File: src/rtl/rat_pkg.sv
// rat_pkg: shared constants for the RAT flag / interrupt logic.
//   FLG_SRC_ALU / FLG_SRC_SHAD : encodings of the FLG_LD_SEL flag-source select.
//   DEF_PEND_W / DEF_SYNC_STAGES : default widths used by flag_intr_unit.
package rat_pkg;

  localparam logic FLG_SRC_ALU  = 1'b0;
  localparam logic FLG_SRC_SHAD = 1'b1;

  localparam int unsigned DEF_PEND_W      = 2;
  localparam int unsigned DEF_SYNC_STAGES = 2;

endpackage

File: src/rtl/int_sync_edge.sv
// int_sync_edge: synchroniser for an asynchronous level plus rising-edge detector.
//   clk       : system clock
//   RESET     : synchronous active-high reset, clears every stage and the edge register
//   async_in  : asynchronous input level
//   edge_out  : one-cycle pulse when the synchronised level goes 0 -> 1
// SYNC_STAGES must be at least 2.
module int_sync_edge #(
  parameter int unsigned SYNC_STAGES = 2
) (
  input  logic clk,
  input  logic RESET,
  input  logic async_in,
  output logic edge_out
);

  logic [SYNC_STAGES-1:0] sync_q;
  logic                   prev_q;

  always_ff @(posedge clk) begin
    if (RESET) begin
      sync_q <= '0;
      prev_q <= 1'b0;
    end else begin
      // Bit 0 is the first (metastability-exposed) stage, MSB is the last.
      sync_q <= {sync_q[SYNC_STAGES-2:0], async_in};
      prev_q <= sync_q[SYNC_STAGES-1];
    end
  end

  assign edge_out = sync_q[SYNC_STAGES-1] & ~prev_q;

endmodule

File: src/rtl/flag_intr_unit.sv
// flag_intr_unit: RAT flag state (C, Z, shadow C/Z, interrupt enable I) and the
// pending-interrupt counter that drives INTV into the control unit.
//   clk, RESET          : clock, synchronous active-high reset
//   INT_IN              : asynchronous interrupt request, rising edge significant
//   C_IN, Z_IN          : ALU flag results
//   C_LD, Z_LD          : load C / Z from the source chosen by FLG_LD_SEL
//   C_SET, C_CLEAR      : force C (C_CLEAR wins over C_SET wins over C_LD)
//   FLG_LD_SEL          : 0 = ALU, 1 = shadow (RETIE)
//   FLG_SHAD_LD         : copy pre-edge C/Z into the shadows
//   I_SET, I_CLR        : SEI / CLI
//   INT_ACK             : control unit entered its interrupt state
//   C_FLAG, Z_FLAG, SHAD_C, SHAD_Z, I_FLAG : registered flag state
//   INTV                : pending request and interrupts enabled
//   PEND_CNT            : pending interrupt count (debug)
module flag_intr_unit
  import rat_pkg::*;
#(
  parameter int unsigned SYNC_STAGES = DEF_SYNC_STAGES,
  parameter int unsigned PEND_W      = DEF_PEND_W
) (
  input  logic              clk,
  input  logic              RESET,
  input  logic              INT_IN,
  input  logic              C_IN,
  input  logic              Z_IN,
  input  logic              C_LD,
  input  logic              Z_LD,
  input  logic              C_SET,
  input  logic              C_CLEAR,
  input  logic              FLG_LD_SEL,
  input  logic              FLG_SHAD_LD,
  input  logic              I_SET,
  input  logic              I_CLR,
  input  logic              INT_ACK,
  output logic              C_FLAG,
  output logic              Z_FLAG,
  output logic              SHAD_C,
  output logic              SHAD_Z,
  output logic              I_FLAG,
  output logic              INTV,
  output logic [PEND_W-1:0] PEND_CNT
);

  localparam logic [PEND_W-1:0] PEND_MAX = '1;
  localparam logic [PEND_W-1:0] PEND_ONE = PEND_W'(1);

  logic              c_q, c_d;
  logic              z_q, z_d;
  logic              shad_c_q, shad_c_d;
  logic              shad_z_q, shad_z_d;
  logic              i_q, i_d;
  logic [PEND_W-1:0] pend_q, pend_d;
  logic              int_edge;
  logic              use_shad;

  int_sync_edge #(
    .SYNC_STAGES (SYNC_STAGES)
  ) u_int_sync_edge (
    .clk      (clk),
    .RESET    (RESET),
    .async_in (INT_IN),
    .edge_out (int_edge)
  );

  assign use_shad = (FLG_LD_SEL == FLG_SRC_SHAD);

  always_comb begin
    c_d = c_q;
    if (C_CLEAR) begin
      c_d = 1'b0;
    end else if (C_SET) begin
      c_d = 1'b1;
    end else if (C_LD) begin
      c_d = use_shad ? shad_c_q : C_IN;
    end

    z_d = z_q;
    if (Z_LD) begin
      z_d = use_shad ? shad_z_q : Z_IN;
    end

    // Shadows take the pre-edge flags so a simultaneous restore swaps them.
    shad_c_d = shad_c_q;
    shad_z_d = shad_z_q;
    if (FLG_SHAD_LD) begin
      shad_c_d = c_q;
      shad_z_d = z_q;
    end

    i_d = i_q;
    if (INT_ACK || I_CLR) begin
      i_d = 1'b0;
    end else if (I_SET) begin
      i_d = 1'b1;
    end

    // Edge and ack in the same cycle cancel; excess edges at max are dropped.
    pend_d = pend_q;
    if (int_edge && !INT_ACK) begin
      if (pend_q != PEND_MAX) begin
        pend_d = pend_q + PEND_ONE;
      end
    end else if (INT_ACK && !int_edge) begin
      if (pend_q != '0) begin
        pend_d = pend_q - PEND_ONE;
      end
    end
  end

  always_ff @(posedge clk) begin
    if (RESET) begin
      c_q      <= 1'b0;
      z_q      <= 1'b0;
      shad_c_q <= 1'b0;
      shad_z_q <= 1'b0;
      i_q      <= 1'b0;
      pend_q   <= '0;
    end else begin
      c_q      <= c_d;
      z_q      <= z_d;
      shad_c_q <= shad_c_d;
      shad_z_q <= shad_z_d;
      i_q      <= i_d;
      pend_q   <= pend_d;
    end
  end

  assign C_FLAG   = c_q;
  assign Z_FLAG   = z_q;
  assign SHAD_C   = shad_c_q;
  assign SHAD_Z   = shad_z_q;
  assign I_FLAG   = i_q;
  assign PEND_CNT = pend_q;
  assign INTV     = (pend_q != '0) & i_q;

endmodule

File: config.mk
export PLATFORM = sky130hd
export DESIGN_NAME = flag_intr_unit
export DESIGN_NICKNAME = d
export VERILOG_FILES = /design/src/rtl/rat_pkg.sv /design/src/rtl/int_sync_edge.sv /design/src/rtl/flag_intr_unit.sv
export SDC_FILE = /design/constraint.sdc
export NUM_CORES = 1
export LEC_CHECK = 0
export CORE_AREA = 2 2 39 41
export CTS_CLUSTER_SIZE = 12
export DETAILED_ROUTE_END_ITERATION = 8
export DIE_AREA = 0 0 41 43
export PLACE_DENSITY = 0.75
export SETUP_SLACK_MARGIN = 0.02
export SYNTH_ARGS = -nofsm -noshare
export SYNTH_HDL_FRONTEND = slang
export SYNTH_SLANG_ARGS = --single-unit
File: constraint.sdc
create_clock -name clk -period 1.2 [get_ports clk]
set_input_delay 0.12 -clock clk [delete_from_list [all_inputs] [get_ports clk]]
set_output_delay 0.12 -clock clk [all_outputs]
set_load 0.03 [all_outputs]
==> out/results.tsv <==
metric	value	unit
status	complete, but fails checks	
violations	setup timing	
syn_area_per_cell	9.61	µm²
cts_sinks	10	
routed_wl	831	µm
synth.ff_latch_count	10	
synth_cells	41	
setup.worst_path.start_class	flop	
wl_per_cell	9.89	µm
hold_buffers	0	
grt_setup_unrepaired	true	
critical_path_class	flop to flop	
yosysUniqueCellTypes	16	
post_cts_buffers	0	
leakage	0.000288	µW
p_per_area	1120	mW/mm²
grt_pass1_vias	339	
io_buffers	21	
yosys_warnings	0	
cts_buffer_depth	2	
routed_via_density	4.35	
slew_violations	0	
placement.cell_area	638	µm²
cts_buffers	3	
synth-simple-area-share	0.187	
core_area	0.00138	mm²
syn_area	394	µm²
n_antenna_cell	0	
n_fill_cell	130	
worstPathCellList	nor2b_4 > ha_4 > nor2_2 > or3_1 > a21oi_2	
ys_seq_area_frac	0.508	
synth-xor-area-share	0	
utilization	0.497	
required	1400	ps
critical_path_buf_inv_count	0	
vias	365	
start_util	0.285	
die_w	41	µm
fmax	833	MHz
grt_use_total	0.123	
num_rows	14	
grt_max_degree	7	
stdcell_count	84	
finalCriticalPeriod	1200	ps
synth_top_family_by_area	simple AND/OR/NAND/NOR gates	
fin_ws	-0.0140	ps
cts_tree	built	
drc	0	
clk_latency	260	ps
place.gp.congestion	0.715	
die_area	0.00176	mm²
htree_levels	1	
antenna_found_initial	0	
cp_slowest_stage_delay	350	ps
dp_cells	80	
muxShareOfSynthArea	0.102	
syn_nets	56	
ant_nets	0	
dr.pass1.iters	1	
hold_violations	0	
yosys.area_share.adder	0.0317	
cp_top_family	simple AND/OR/NAND/NOR gates	
synth_compound_area_frac	0.152	
pre_cts_slack	-260	ps
min_path_type	input pin to flop	
overflow	0	
nets	84	
layout_common_cells	clkdlybuf4s50_1, dfxtp_1, nor2_1	
worstPathArrival	1400	ps
period_share	1.00	
drt_iter0_markers	0	
clk_pin_slew_worst_paths	60	ps
slew_headroom	0.792	
final_cell_area	688	µm²
critPathSlowestCell	or3_1	
root_buffer	clkbuf_4	
syn_to_final_growth	74.6	%
path_max_fanout	4	
die_y	43	µm
drv_cap	0	
dpl.hpwl	664	µm
setup_viol	1	
skew	0.875	ps
num_io_pins	22	
peakVddDrop	951	µV
drive_gt1_frac	0.250	
grt_pass1_wl	1.44	mm
final_common_cell	clkdlybuf4s50_1	
crit_path_end_kind	flop	
tightest_slew	314	ps
## registers in the layout (all words and copies together) (netlist names)
signal                  cells
PEND_CNT                    2
u_int_sync_edge.sync_q      2
SHAD_Z                      1
Z_FLAG                      1
u_int_sync_edge.prev_q      1
C_FLAG                      1
SHAD_C                      1
I_FLAG                      1
## synthesized netlist by cell type, drive strengths merged
cell type   n  share of area
nand2       1         0.0095
nor4        1          0.016
a21oi       3          0.048
clkbuf      1         0.0095
nor2b       5          0.079
mux2i       4           0.10
o21ai       2          0.025
inv         1         0.0095
ha          1          0.032
nor2        7          0.067
a211oi      1          0.019
a21o        1          0.022
or3         1          0.016
o21a        2          0.038
dfxtp      10           0.51
## worst register-to-register path, cell delays in order (launching register included)
cell and delay (ps):
dfxtp_2 330, nor2b_4 160, ha_4 160, nor2_2 30, or3_1 350, a21oi_2 110
## repair_timing
action / 4_1_cts / 5_1_grt
gates resized for setup: 11 / 9
setup endpoints to repair: 7 / 7
pin swaps: 2 / 1
gates cloned: 0 / 0
## metal layers
metal	track usage	wire (µm)
met3	0.0942	64
met1	0.158	348
met5	0	0
met2	0.175	418
met4	0	0
## logic make-up after synthesis
group / after synthesis
multiplexers: 4
AND/OR/NAND/NOR: 15
adder cells (fa/ha/maj): 1
buffers and inverters: 2
AO/OA/AOI/OAI: 9
flip-flops: 10
## stage by stage
step | hold WS (ps) | setup TNS [ps] | total power [µW]
2_1_floorplan | 196 | -0.0643 | 408
5_1_grt | 392 | -48.5 | 822
6_report | 403 | -0.0140 | 771
3_5_place_dp | 440 | -408 | 482
4_1_cts | 399 | -14.5 | 781
3_3_place_gp | 425 | -360 | 479
## area by class of cell
cell class	instances	area, µm²	share of cell area
Timing Repair Buffer	24	218	0.316
Inverter	1	3.75	0.00545
Sequential cell	10	201	0.293
Multi-Input combinational cell	29	209	0.304
Tap cell	16	20.0	0.0291
Clock buffer	4	36.3	0.0527
## worst paths after layout
kind	from	endpoint	slack, ps	cells after the start
max reg2reg	u_int_sync_edge.sync_q[1]	PEND_CNT[0]	-0.01	5
min reg2reg	u_int_sync_edge.sync_q[0]	u_int_sync_edge.sync_q[1]	440	1
min	I_CLR	I_FLAG	400	2
max	u_int_sync_edge.sync_q[1]	PEND_CNT[0]	-0.01	5
## report_power, final
part	total, µW	leakage [µW]	switching, µW	internal, µW
clock network	295	0.0000210	111	184
registers	353	0.0000822	8.45	344
logic	123	0.000185	48.7	74.3
total	771	0.000288	168	603
Power figures use the tool's default switching activity.
